`src/rtl/spi_master_ctrl_if.sv`:
```
// rtl/spi_master_ctrl_if.sv - requester handshake and SPI pin bundle for spi_master_ctrl
interface spi_master_ctrl_if;
  logic [7:0] txData;
  logic       txLast;
  logic       txValid;
  logic       txReady;
  logic [7:0] rxData;
  logic       rxValid;
  logic       busy;
  logic       cs;
  logic       sck;
  logic       mosi;
  logic       miso;

  modport master (
    input  txData, txLast, txValid, miso,
    output txReady, rxData, rxValid, busy, cs, sck, mosi
  );

  modport slave (
    output txData, txLast, txValid, miso,
    input  txReady, rxData, rxValid, busy, cs, sck, mosi
  );
endinterface

```
`src/rtl/spi_master_ctrl.sv`:
```
// rtl/spi_master_ctrl.sv - mode-0 MSB-first SPI byte master with burst chip-select sequencing
module spi_master_ctrl #(
  parameter int CLK_DIV  = 4,
  parameter int CS_SETUP = 2,
  parameter int CS_HOLD  = 2,
  parameter int CS_IDLE  = 2
) (
  input  logic              clk,
  input  logic              rst_n,
  spi_master_ctrl_if.master bus
);

  typedef enum logic [2:0] {
    IDLE,
    SETUP,
    SCK_LO,
    SCK_HI,
    WAIT_NEXT,
    HOLD,
    GAP
  } state_t;

  // SETUP spends one extra cycle before cs falls, so its terminal count is CS_SETUP itself.
  localparam logic [15:0] DIV_END   = 16'(CLK_DIV - 1);
  localparam logic [15:0] SETUP_END = 16'(CS_SETUP);
  localparam logic [15:0] HOLD_END  = 16'(CS_HOLD - 1);
  localparam logic [15:0] IDLE_END  = 16'(CS_IDLE - 1);

  state_t      state;
  logic [15:0] cnt;
  logic [2:0]  bit_cnt;
  logic [7:0]  tx_sh;
  logic [7:0]  rx_sh;
  logic        last_flag;
  logic        accept;

  assign bus.txReady = (state == IDLE) || (state == WAIT_NEXT);
  assign bus.busy    = (state != IDLE);
  assign accept      = bus.txValid && bus.txReady;

  always_ff @(posedge clk or negedge rst_n) begin
    if (!rst_n) begin
      state       <= IDLE;
      cnt         <= 16'd0;
      bit_cnt     <= 3'd0;
      tx_sh       <= 8'd0;
      rx_sh       <= 8'd0;
      last_flag   <= 1'b0;
      bus.cs      <= 1'b1;
      bus.sck     <= 1'b0;
      bus.mosi    <= 1'b0;
      bus.rxData  <= 8'd0;
      bus.rxValid <= 1'b0;
    end else begin
      bus.rxValid <= 1'b0;
      case (state)
        IDLE: begin
          if (accept) begin
            tx_sh     <= bus.txData;
            last_flag <= bus.txLast;
            cnt       <= 16'd0;
            state     <= SETUP;
          end
        end
        SETUP: begin
          bus.cs   <= 1'b0;
          bus.mosi <= tx_sh[7];
          if (cnt == SETUP_END) begin
            cnt     <= 16'd0;
            bit_cnt <= 3'd0;
            state   <= SCK_LO;
          end else begin
            cnt <= cnt + 16'd1;
          end
        end
        SCK_LO: begin
          if (cnt == DIV_END) begin
            cnt     <= 16'd0;
            bus.sck <= 1'b1;
            state   <= SCK_HI;
          end else begin
            cnt <= cnt + 16'd1;
          end
        end
        SCK_HI: begin
          if (cnt == DIV_END) begin
            cnt     <= 16'd0;
            bus.sck <= 1'b0;
            rx_sh   <= {rx_sh[6:0], bus.miso};
            // Falling edge: sample miso before the peripheral shifts, then present the next bit.
            if (bit_cnt == 3'd7) begin
              bus.rxData  <= {rx_sh[6:0], bus.miso};
              bus.rxValid <= 1'b1;
              state       <= last_flag ? HOLD : WAIT_NEXT;
            end else begin
              tx_sh    <= {tx_sh[6:0], 1'b0};
              bus.mosi <= tx_sh[6];
              bit_cnt  <= bit_cnt + 3'd1;
              state    <= SCK_LO;
            end
          end else begin
            cnt <= cnt + 16'd1;
          end
        end
        WAIT_NEXT: begin
          if (accept) begin
            tx_sh     <= bus.txData;
            last_flag <= bus.txLast;
            bus.mosi  <= bus.txData[7];
            cnt       <= 16'd0;
            bit_cnt   <= 3'd0;
            state     <= SCK_LO;
          end
        end
        HOLD: begin
          if (cnt == HOLD_END) begin
            cnt      <= 16'd0;
            bus.cs   <= 1'b1;
            bus.mosi <= 1'b0;
            state    <= GAP;
          end else begin
            cnt <= cnt + 16'd1;
          end
        end
        GAP: begin
          if (cnt == IDLE_END) begin
            cnt   <= 16'd0;
            state <= IDLE;
          end else begin
            cnt <= cnt + 16'd1;
          end
        end
        default: state <= IDLE;
      endcase
    end
  end

endmodule

```
`src/flat_wrapper.sv`:
```
// flat-port wrapper written by rule: the top's interface ports become plain ports
module spi_master_ctrl_flat 
#(
  parameter int CLK_DIV  = 4,
  parameter int CS_SETUP = 2,
  parameter int CS_HOLD  = 2,
  parameter int CS_IDLE  = 2
)
  (clk, rst_n, bus_txData, bus_txLast, bus_txValid, bus_miso, bus_txReady, bus_rxData, bus_rxValid, bus_busy, bus_cs, bus_sck, bus_mosi);
  spi_master_ctrl_if bus_i ();
  input  logic clk;
  input  logic rst_n;
  input wire logic [$bits(bus_i.txData)-1:0] bus_txData;
  input wire logic [$bits(bus_i.txLast)-1:0] bus_txLast;
  input wire logic [$bits(bus_i.txValid)-1:0] bus_txValid;
  input wire logic [$bits(bus_i.miso)-1:0] bus_miso;
  output wire logic [$bits(bus_i.txReady)-1:0] bus_txReady;
  output wire logic [$bits(bus_i.rxData)-1:0] bus_rxData;
  output wire logic [$bits(bus_i.rxValid)-1:0] bus_rxValid;
  output wire logic [$bits(bus_i.busy)-1:0] bus_busy;
  output wire logic [$bits(bus_i.cs)-1:0] bus_cs;
  output wire logic [$bits(bus_i.sck)-1:0] bus_sck;
  output wire logic [$bits(bus_i.mosi)-1:0] bus_mosi;
  assign bus_i.txData = bus_txData;
  assign bus_i.txLast = bus_txLast;
  assign bus_i.txValid = bus_txValid;
  assign bus_i.miso = bus_miso;
  assign bus_txReady = bus_i.txReady;
  assign bus_rxData = bus_i.rxData;
  assign bus_rxValid = bus_i.rxValid;
  assign bus_busy = bus_i.busy;
  assign bus_cs = bus_i.cs;
  assign bus_sck = bus_i.sck;
  assign bus_mosi = bus_i.mosi;
  spi_master_ctrl #(.CLK_DIV(CLK_DIV), .CS_SETUP(CS_SETUP), .CS_HOLD(CS_HOLD), .CS_IDLE(CS_IDLE)) u_core (.clk(clk), .rst_n(rst_n), .bus(bus_i));
endmodule
```
`config.mk`:
```
export PLATFORM = sky130hd
export DESIGN_NAME = spi_master_ctrl_flat
export DESIGN_NICKNAME = d
export VERILOG_FILES = /design/src/rtl/spi_master_ctrl_if.sv /design/src/rtl/spi_master_ctrl.sv /design/src/flat_wrapper.sv
export SDC_FILE = /design/constraint.sdc
export NUM_CORES = 1
export LEC_CHECK = 0
export BUFFER_PORTS_ARGS = -buffer_cell sky130_fd_sc_hd__buf_4
export CAP_MARGIN = 40
export CORE_MARGIN = 2
export CORE_UTILIZATION = 55
export CTS_CLUSTER_DIAMETER = 40
export DETAILED_ROUTE_END_ITERATION = 8
export PLACE_DENSITY = 0.84
export SLEW_MARGIN = 20
export SYNTH_ARGS = -nofsm -noshare
export SYNTH_HDL_FRONTEND = slang
export SYNTH_SLANG_ARGS = --single-unit
```
`constraint.sdc`:
```
create_clock -name clk -period 2.4 [get_ports clk]
set_input_delay 0.36 -clock clk [delete_from_list [all_inputs] [get_ports clk]]
set_output_delay 0.36 -clock clk [all_outputs]
set_load 0.02 [all_outputs]
```
==> metrics.md, run 1 <==
| Metric | Value |
|---|---|
| Status | `completed` |
| DR WL met3 | `between 200 and 250 µm` |
| Drt drc | `0` |
| Fillers | `approximately 340` |
| Gpl congestion | `0.871` |
| Ys async rst share | `1.00` |
| Slew HR | `0.586` |
| Top-count cell post-synth | `dfrtp_1` |
| Wire length on met2 | `about 2100 µm` |
| Worst-Margin Slew | `0.620 ns` |
| # IOs | `27` |
| Max Cap Viol | `0` |
| Critical Path RT | `2.58 ns` |
| Met1 WL | `approximately 2200 µm` |
| First-pass GRT wire length | `~8000 µm` |
| Max Fclk | `roughly 460 MHz` |
| CP Cell Sequence | `nor4_1 -> and4_1 -> a21oi_1 -> nor3_1 -> o21ai_0` |
| Final setup TNS | `0 ns` |
| DRT antenna net count | `0` |
| Post_cts resized | `0` |
| Clk_lat worst skew | `roughly 0.31 ns` |
| Register Area | `0.00125 mm²` |
| Final Non-Filler Cells | `314` |
| DR vias/cell | `5.97` |
| Starting Density | `0.572` |
| Total wire length | `4580 µm` |
| Pin count of the biggest net entering global routing | `roughly 50` |
| Initial antenna violation count | `0` |
| Reg clk slew, reported paths | `0.09 ns` |
| First-pass detailed-route iteration total | `4` |
| Num Clock Sinks | `50` |
| Port bufs | `26` |
| Top cells by area, synth | `dfrtp_1 49%, mux2_2 8.1%, xor2_1 4.5%` |
| Kind of critical path | `reg -> reg` |
| Crit-path max cell delay | `0.52 ns` |
| Core area | `0.00438 mm²` |
| Htree depth | `2` |
| CTS buffer count | `5` |
| CP max FO | `9` |
| Count of cell types in the netlist | `46` |
| LEAKAGE | `0.00132 µW` |
| Dpl cells | `306` |
| Post-synth EDFFs | `0` |
| CTS tree | `built` |
| Synth Flop Type | `dfrtp_1` |
| Synth Instances | `234` |
| Number of synthesis warnings | `0` |
| Initial DRC Count | `160` |
| GRT Total Usage | `0.199` |
| Top delay family on crit path | `simple AND/OR/NAND/NOR gates` |
| Synth-to-Final Area Change | `13.3%` |
| Rows | `24` |
| Syn avg cell area | `10.7 µm²` |
| Layout cells sized above 1 | `0.244` |
| Vias in the first global route | `1766` |
| Synthesized area | `0.00251 mm²` |
| Die Wd | `slightly above 70 µm` |
| Period minus WS final | `around 2.2 ns` |
| Yosys top cell by area | `dfrtp_1` |
| Diodes inserted | `0` |
| Die Height | `71.5 µm` |
| Post-synthesis sequential area ratio | `0.499` |
| DP Wirelength | `3210 µm` |
| Max Root-Sink Buffers | `2` |
| Max Slew Vio Count | `0` |
| Post-synth top cells | `49 x dfrtp_1, 22 x nor2_1, 18 x mux2_2, 17 x nand2_1, 13 x xor2_1` |
| Setup Skew | `0.00954 ns` |
| Post-CTS setup buffers | `0` |
| Type of origin of the critical path | `flip-flop` |
| Syn Nets | `between 200 and 300` |
| Yosys top cell area share | `0.489` |
| Post-route clock period utilization | `0.915` |
| Top Metal Used | `met4` |
| Cts hold-fix bufs | `0` |
| Maximum vdd drop | `494 µV` |
| RSZ-0062 raised after global routing | `no` |
| CP Data Arrival Time | `2.37 ns` |
| Setup crit end kind | `flip-flop` |
| Via count | `about 1900` |
| Clk Tree Root Cell | `clkbuf_8` |
| WL per Instance | `14.6 µm` |
| Final setup viols | `0` |
| Flops & latches, synth | `50` |
| Pwr Density | `a little under 1000 mW/mm²` |
| Hold Crit Class | `in -> async` |
| Total grt overflow | `0` |
| Area of the multi-input gates | `0.00118 mm²` |
| Final nets | `roughly 280` |
| Buf+Inv Stages, Crit Path | `0` |
| Final Hold Vio Count | `0` |
| Critical path's slowest cell | `and4_1` |
| Die area | `0.00512 mm²` |
-- state kept, by name, indices dropped and copies added, names as in the netlist, 3 cells and up --
register / cells
u_core.cnt: 16
u_core.bus.rxData: 8
u_core.tx_sh: 8
u_core.rx_sh: 7
u_core.bit_cnt: 3
u_core.state: 3
-- final cells by class --
type / instances / share of cell area
multi-input cells: 167 / 0.415
well taps: 52 / 0.0229
repair buffers: 30 / 0.0793
inverters: 7 / 0.00925
flip-flops and latches: 50 / 0.441
clock buffers: 5 / 0.0242
clock inverters: 3 / 0.00837
-- cells in the final DEF (no fill, tap or decap), types with 7 or more instances in the layout --
cell      n
o22a_1    7
nor2_1   22
xor2_1   13
nand2_1  17
dfrtp_1  49
a21oi_1   7
inv_1     7
nand3_1  11
mux2_2   18
buf_4    30
o21a_1    7
-- per-stage QoR --
step	hold WS, ns	util	setup WS (ns)	power, µW	area, µm²
2_1_floorplan	0.0644	-	0.565	1980	2510
3_3_place_gp	0.412	0.627	0.367	2220	2750
3_5_place_dp	0.416	0.627	0.267	2250	2750
4_1_cts	0.0796	0.648	0.249	2750	2840
5_1_grt	0.114	0.648	0.0342	2940	2840
6_report	0.0561	0.648	0.205	2740	2840
-- worst register-to-register path, cell delays in order, from the launching register on --
cell and delay [ns]:
dfrtp_1 0.44, nor4_1 0.45, and4_1 0.52, a21oi_1 0.21, nor3_1 0.29, o21ai_0 0.15
-- logic make-up (layout without fill, tap and decap cells) --
group / after synthesis / count (layout) / synth area share
fa+ha+maj: 5 / 5 / 0.0249
buf+inv: 17 / 45 / 0.0304
xor+xnor: 13 / 13 / 0.0454
compound gates: 43 / 43 / 0.124
flops: 50 / 50 / 0.499
mux: 20 / 20 / 0.0888
simple gates: 86 / 86 / 0.188
-- where the power goes --
group	total [µW]	switching [µW]	internal (µW)
registers	1220	177	1040
logic	1020	559	465
clock network	497	289	209
-- final timing paths --
kind                                              from                     endpoint  slack [ns]  cells past startpoint
setup / recovery             u_core.cnt[9]$_DFFE_PN0P_    u_core.cnt[0]$_DFFE_PN0P_        0.20                      5
hold / removal                                   rst_n    u_core.cnt[5]$_DFFE_PN0P_        0.06                      1
setup reg to reg             u_core.cnt[9]$_DFFE_PN0P_    u_core.cnt[0]$_DFFE_PN0P_        0.20                      5
hold reg to reg            u_core.tx_sh[4]$_DFFE_PN0P_  u_core.tx_sh[4]$_DFFE_PN0P_        0.51                      1
min in group clk                         bus_txData[0]  u_core.tx_sh[0]$_DFFE_PN0P_        0.27                      3
max in group asynchronous                        rst_n  u_core.tx_sh[3]$_DFFE_PN0P_        1.92                      1
-- routing by layer --
layer  vias to the layer above  track usage
met2                        55        0.321
met3                         7       0.0309
met5                         -            0
met4                         0       0.0881
met1                       917        0.269
li1                        896            -
Note: power is estimated with default switching activity, not from simulation.
==> inputs of run 2 (changes only) <==
--- a/config.mk
+++ b/config.mk
@@ -7,11 +7,13 @@
 export LEC_CHECK = 0
 export BUFFER_PORTS_ARGS = -buffer_cell sky130_fd_sc_hd__buf_4
 export CAP_MARGIN = 40
+export CORE_ASPECT_RATIO = 0.7
 export CORE_MARGIN = 2
 export CORE_UTILIZATION = 55
 export CTS_CLUSTER_DIAMETER = 40
 export DETAILED_ROUTE_END_ITERATION = 8
 export PLACE_DENSITY = 0.84
+export SETUP_SLACK_MARGIN = 0.15
 export SLEW_MARGIN = 20
 export SYNTH_ARGS = -nofsm -noshare
 export SYNTH_HDL_FRONTEND = slang
==> metrics.md, run 2 (synthesis results as in run 1) <==
| Metric | Value |
|---|---|
| Die area | `0.00513 mm² (was 0.00512 mm²)` |
| DP Worst Slack | `0.232 ns (was 0.267 ns)` |
| Total wire length | `4960 µm (was 4580 µm)` |
| Port bufs | `26 (unchanged)` |
| Setup Skew | `0.00611 ns (was 0.00954 ns)` |
| Slew HR | `0.599 (was 0.586)` |
| Max Slew Vio Count | `0 (unchanged)` |
| Maximum vdd drop | `510 µV (was 494 µV)` |
| Final setup viols | `0 (unchanged)` |
| Cts hold-fix bufs | `0 (unchanged)` |
| Via count | `1894 (was 1875)` |
| Setup crit end kind | `flip-flop (unchanged)` |
| Vias in the first global route | `1650 (was 1766)` |
| Diodes inserted | `0 (unchanged)` |
| Switching pwr | `1030 µW (was 1020 µW)` |
| Post-CTS setup buffers | `0 (unchanged)` |
| # IOs | `27 (unchanged)` |
| Final setup TNS | `0 ns (unchanged)` |
| Max Root-Sink Buffers | `2 (unchanged)` |
| Worst-Margin Slew | `0.602 ns (was 0.620 ns)` |
| DRT antenna net count | `0 (unchanged)` |
| WL per Instance | `15.6 µm (was 14.6 µm)` |
| Core area | `0.00435 mm² (was 0.00438 mm²)` |
| Combinational share of power | `0.375 (was 0.374)` |
| Fillers | `347 (was 343)` |
| Largest Register | `u_core.cnt (unchanged)` |
| Htree depth | `2 (unchanged)` |
| Clk pwr share | `0.178 (was 0.181)` |
| Sw frac | `0.371 (was 0.374)` |
| Pwr Density | `972 mW/mm² (was 965 mW/mm²)` |
| RSZ-0062 raised after global routing | `no (unchanged)` |
| Gpl congestion | `0.880 (was 0.871)` |
| CTS buffer count | `5 (unchanged)` |
| Starting Density | `0.576 (was 0.572)` |
| Kind of critical path | `reg -> reg (unchanged)` |
| Final Non-Filler Cells | `317 (was 314)` |
| Max Fclk | `476 MHz (was 456 MHz)` |
| Max reg flops | `16 (unchanged)` |
| Type of origin of the critical path | `flip-flop (unchanged)` |
| Num Clock Sinks | `50 (unchanged)` |
| Worst R2R Path Depth | `5 (unchanged)` |
| Pint | `1740 µW (was 1720 µW)` |
| Dpl cells | `309 (was 306)` |
| CP Data Arrival Time | `2.27 ns (was 2.37 ns)` |
| Post-route clock period utilization | `0.876 (was 0.915)` |
| Largest regs | `u_core.cnt: 16 flops, u_core.bus.rxData: 8 flops, u_core.tx_sh: 8 flops (unchanged)` |
| Pin count of the biggest net entering global routing | `51 (unchanged)` |
| Initial DRC Count | `213 (was 160)` |
| Initial antenna violation count | `0 (unchanged)` |
| Clk Tree Root Cell | `clkbuf_8 (unchanged)` |
| Seq pwr share | `0.446 (was 0.445)` |
| Die Wd | `84.7 µm (was 71.5 µm)` |
| Final core utilization | `0.655 (was 0.648)` |
| Rows | `20 (was 24)` |
| First-pass GRT wire length | `8100 µm (was 7990 µm)` |
| CP max FO | `9 (unchanged)` |
| Commonest cells after routing, fill and taps aside | `49 x dfrtp_1, 30 x buf_4, 22 x nor2_1 (unchanged)` |
| Clk_lat worst skew | `0.30 ns (was 0.31 ns)` |
| Hold Crit Class | `in -> async (unchanged)` |
| CTS tree | `built (unchanged)` |
| Max Cap Viol | `0 (unchanged)` |
| Worst setup margin | `0.297 ns (was 0.205 ns)` |
| Total grt overflow | `0 (unchanged)` |
| Most common cell after layout, fill and taps aside | `dfrtp_1 (unchanged)` |
| Die Height | `60.5 µm (was 71.5 µm)` |
| First-pass detailed-route iteration total | `7 (was 4)` |
| Reg clk slew, reported paths | `0.09 ns (about the same)` |
| DP Wirelength | `3530 µm (was 3210 µm)` |
| LEAKAGE | `0.00133 µW (was 0.00132 µW)` |
| Period minus WS final | `2.10 ns (was 2.20 ns)` |
| GRT Total Usage | `0.204 (was 0.199)` |
| Post_cts resized | `0 (unchanged)` |
| Status | `completed (unchanged)` |
| Layout cells sized above 1 | `0.248 (was 0.244)` |
| Final nets | `279 (unchanged)` |
| Drt drc | `0 (unchanged)` |
| Synth-to-Final Area Change | `13.7% (was 13.3%)` |
| DR vias/cell | `5.97 (about the same)` |
| Final Hold Vio Count | `0 (unchanged)` |
| Critical Path RT | `2.57 ns (was 2.58 ns)` |
[run 2: routing by layer]
layer | global-route usage | share of wire
met1 | 0.321 | 0.49
met2 | 0.277 | 0.41
met3 | 0.0490 | 0.077
met4 | 0.0658 | 0.021
met5 | 0 | 0
[run 2: final cells by class]
class                           instances  area, µm²  area share
Tap cell                               55       68.8      0.0241
Inverter                                7       26.3     0.00921
Multi-Input combinational cell        167       1190       0.416
Clock inverter                          1       5.00     0.00176
Timing Repair Buffer                   30        225      0.0790
Sequential cell                        50       1250       0.439
Clock buffer                            7       86.3      0.0303
[run 2: worst paths after layout]
path | start | endpoint | slack, ns
worst max-delay path | u_core.cnt[5]$_DFFE_PN0P_ | u_core.cnt[0]$_DFFE_PN0P_ | 0.30
worst min-delay path | rst_n | u_core.rx_sh[5]$_DFFE_PN0P_ | 0.07
worst max register to register | u_core.cnt[5]$_DFFE_PN0P_ | u_core.cnt[0]$_DFFE_PN0P_ | 0.30
worst min register to register | u_core.tx_sh[2]$_DFFE_PN0P_ | u_core.tx_sh[2]$_DFFE_PN0P_ | 0.50
max in group asynchronous | rst_n | u_core.cnt[0]$_DFFE_PN0P_ | 1.93
min in group clk | bus_txData[0] | u_core.tx_sh[0]$_DFFE_PN0P_ | 0.29
[run 2: critical path: stages (launching register included)]
cell     delay (ns)
dfrtp_1        0.48
nor4_4         0.40
and4_2         0.43
a21oi_1        0.17
nor3_1         0.33
o21ai_0        0.16
[run 2: through the flow]
stage | hold WS (ns) | power (µW) | instance area, µm²
floorplan | 0.0644 | 1980 | 2510
global placement | 0.421 | 2230 | 2750
detailed placement | 0.412 | 2270 | 2750
CTS | 0.0883 | 2770 | 2840
global route | 0.116 | 2940 | 2850
finish | 0.0673 | 2770 | 2850
[run 2: power by group through the flow]
| stage | clock network, µW | logic [µW] | registers, µW |
|---|---|---|---|
| 6_report | 494 | 1040 | 1240 |
| 5_1_grt | 545 | 1130 | 1260 |
| 4_1_cts | 504 | 1030 | 1230 |
| 3_5_place_dp | 0 | 1030 | 1240 |
| 3_3_place_gp | 0 | 1000 | 1230 |
| 2_1_floorplan | 0 | 777 | 1200 |
==> inputs of run 3 (changes only) <==
--- a/config.mk
+++ b/config.mk
@@ -13,7 +13,7 @@
 export CTS_CLUSTER_DIAMETER = 40
 export DETAILED_ROUTE_END_ITERATION = 8
 export PLACE_DENSITY = 0.84
-export SETUP_SLACK_MARGIN = 0.15
+export SETUP_SLACK_MARGIN = 0.5
 export SLEW_MARGIN = 20
 export SYNTH_ARGS = -nofsm -noshare
 export SYNTH_HDL_FRONTEND = slang
==> metrics.md, run 3 (synthesis results as in run 1) <==
| Metric | Value |
|---|---|
| Status | `completed (unchanged)` |
| Clk pwr share | `0.165 (was 0.178)` |
| Pin count of the biggest net entering global routing | `51 (unchanged)` |
| Maximum vdd drop | `522 µV (was 510 µV)` |
| DR vias/cell | `6.07 (was 5.97)` |
| Final nets | `285 (was 279)` |
| Num Clock Sinks | `50 (unchanged)` |
| Die area | `0.00513 mm² (unchanged)` |
| Final setup TNS | `0 ns (unchanged)` |
| RSZ-0062 raised after global routing | `yes (was no)` |
| Drt drc | `0 (unchanged)` |
| Max Slew Vio Count | `0 (unchanged)` |
| Kind of critical path | `reg -> reg (unchanged)` |
| Max Cap Viol | `0 (unchanged)` |
| CTS buffer count | `5 (unchanged)` |
| Die Height | `60.5 µm (unchanged)` |
| Clk_lat worst skew | `0.30 ns (about the same)` |
| Slew HR | `0.593 (was 0.599)` |
| Max Fclk | `504 MHz (was 476 MHz)` |
| Max Root-Sink Buffers | `2 (unchanged)` |
| CP Cell Sequence | `nor4_4 -> and4_4 -> nor2_2 -> a221oi_2 -> mux2_4 (was nor4_4 -> and4_2 -> a21oi_1 -> nor3_1 -> o21ai_0)` |
| Gpl congestion | `0.880 (unchanged)` |
| # IOs | `27 (unchanged)` |
| Register Area | `0.00125 mm² (about the same)` |
| Fillers | `326 (was 347)` |
| Crit-path max cell delay | `0.44 ns (was 0.48 ns)` |
| Top delay family on crit path | `simple AND/OR/NAND/NOR gates (unchanged)` |
| LEAKAGE | `0.00138 µW (was 0.00133 µW)` |
| First-pass GRT wire length | `8420 µm (was 8100 µm)` |
| Layout cells sized above 1 | `0.340 (was 0.248)` |
| Sw frac | `0.386 (was 0.371)` |
| CP max FO | `4 (was 9)` |
| Hold Crit Class | `in -> async (unchanged)` |
| Clk Tree Root Cell | `clkbuf_8 (unchanged)` |
| Die Wd | `84.7 µm (unchanged)` |
| Total wire length | `5540 µm (was 4960 µm)` |
| Final Hold Vio Count | `0 (unchanged)` |
| Rows | `20 (unchanged)` |
| Port bufs | `26 (unchanged)` |
| Htree depth | `2 (unchanged)` |
| Period minus WS final | `1.98 ns (was 2.10 ns)` |
| Most common cell after layout, fill and taps aside | `dfrtp_1 (unchanged)` |
| Vias in the first global route | `1696 (was 1650)` |
| Via count | `1961 (was 1894)` |
| Total grt overflow | `0 (unchanged)` |
| Pwr Density | `996 mW/mm² (was 972 mW/mm²)` |
| Setup crit end kind | `flip-flop (unchanged)` |
| Critical Path RT | `2.59 ns (was 2.57 ns)` |
| Pint | `1840 µW (was 1740 µW)` |
| Largest Register | `u_core.cnt (unchanged)` |
| Post-route clock period utilization | `0.826 (was 0.876)` |
| Final setup viols | `0 (unchanged)` |
| Starting Density | `0.576 (unchanged)` |
| Type of origin of the critical path | `flip-flop (unchanged)` |
| Largest regs | `u_core.cnt: 16 flops, u_core.bus.rxData: 8 flops, u_core.tx_sh: 8 flops (unchanged)` |
| GRT Total Usage | `0.214 (was 0.204)` |
| Max reg flops | `16 (unchanged)` |
| WL per Instance | `17.1 µm (was 15.6 µm)` |
| Diodes inserted | `0 (unchanged)` |
| Synth-to-Final Area Change | `20.2% (was 13.7%)` |
| Area of the multi-input gates | `0.00131 mm² (was 0.00119 mm²)` |
| Tot Pwr | `3000 µW (was 2770 µW)` |
| Cts hold-fix bufs | `0 (unchanged)` |
| CTS tree | `built (unchanged)` |
| Critical path's slowest cell | `dfrtp_1 (unchanged)` |
| Worst-Margin Slew | `0.611 ns (was 0.602 ns)` |
| DRT antenna net count | `0 (unchanged)` |
| Initial antenna violation count | `0 (unchanged)` |
| First-pass detailed-route iteration total | `5 (was 7)` |
| Switching pwr | `1160 µW (was 1030 µW)` |
| Combinational share of power | `0.424 (was 0.375)` |
| Core area | `0.00435 mm² (unchanged)` |
| Commonest cells after routing, fill and taps aside | `48 x dfrtp_1, 34 x buf_4, 17 x mux2_2 (was 49 x dfrtp_1, 30 x buf_4, 22 x nor2_1)` |
| CP Data Arrival Time | `2.17 ns (was 2.27 ns)` |
| DP Wirelength | `3530 µm (unchanged)` |
| Seq pwr share | `0.412 (was 0.446)` |
| Reg clk slew, reported paths | `0.08 ns (was 0.09 ns)` |
| Setup Skew | `0.00479 ns (was 0.00611 ns)` |
| Initial DRC Count | `260 (was 213)` |
| Buf+Inv Stages, Crit Path | `0 (unchanged)` |
==> run 3: cell count changes in the layout (fill, tap and decap cells not counted), sizes merged <==
cell  change
buf       +5
and4      +1
==> run 3: power groups by stage <==
stage               logic [µW]  registers [µW]  clock network [µW]
finish                    1270            1240                 495
CTS                       1090            1230                 504
detailed placement        1030            1240                   0
global route              1360            1260                 545
global placement          1000            1230                   0
floorplan                  777            1200                   0
==> run 3: per-stage QoR <==
step	utilization	hold WS (ns)	setup WS (ns)	cell area, µm²	cells
3_5_place_dp	0.632	0.412	0.232	2750	309
6_report	0.693	0.0695	0.418	3020	323
4_1_cts	0.668	0.0883	0.489	2910	320
5_1_grt	0.693	0.118	0.331	3020	323
3_3_place_gp	0.632	0.421	0.228	2750	309
2_1_floorplan	-	0.0644	0.565	2510	234
==> run 3: repair_timing <==
| action | 4_1_cts | 5_1_grt |
|---|---|---|
| pin swaps | 5 | 9 |
| gates cloned | 0 | 2 |
| resized for setup | 9 | 27 |
| buffers inserted | 3 | 1 |
| setup endpoints to repair | 45 | 42 |
==> run 3: metal layers <==
layer,global-route usage,wire (µm),up-vias
li1,-,-,917
met1,0.329,2570,941
met2,0.305,2410,92
met3,0.0463,487,11
met4,0.0658,72,0
met5,0,0,-
==> run 3: cell type report <==
type | instances | area share
inverters | 7 | 0.00871
clock inverters | 1 | 0.00166
multi-input cells | 168 | 0.434
repair buffers | 35 | 0.0884
flip-flops and latches | 50 | 0.416
clock buffers | 7 | 0.0286
well taps | 55 | 0.0228
==> run 3: path summary, 6_finish.rpt <==
kind / to / from / slack [ns] / cells after the start
min in group clk: u_core.tx_sh[0]$_DFFE_PN0P_ / bus_txData[0] / 0.28 / 3
worst min-delay path: u_core.cnt[8]$_DFFE_PN0P_ / rst_n / 0.07 / 1
worst max-delay path: u_core.bus.mosi$_DFFE_PN0P_ / u_core.cnt[14]$_DFFE_PN0P_ / 0.42 / 5
worst max register to register: u_core.bus.mosi$_DFFE_PN0P_ / u_core.cnt[14]$_DFFE_PN0P_ / 0.42 / 5
worst min register to register: u_core.tx_sh[2]$_DFFE_PN0P_ / u_core.tx_sh[2]$_DFFE_PN0P_ / 0.50 / 1
max in group asynchronous: u_core.state[0]$_DFFE_PN0P_ / rst_n / 1.89 / 1
==> run 3: worst reg2reg max path: cells and delay by family (launching register included) <==
kind / cells / cell delay [ns]
and+or+nand+nor: 3 / 0.83
DFF: 1 / 0.44
muxes: 1 / 0.32
AOI/OAI and AO/OA: 1 / 0.28
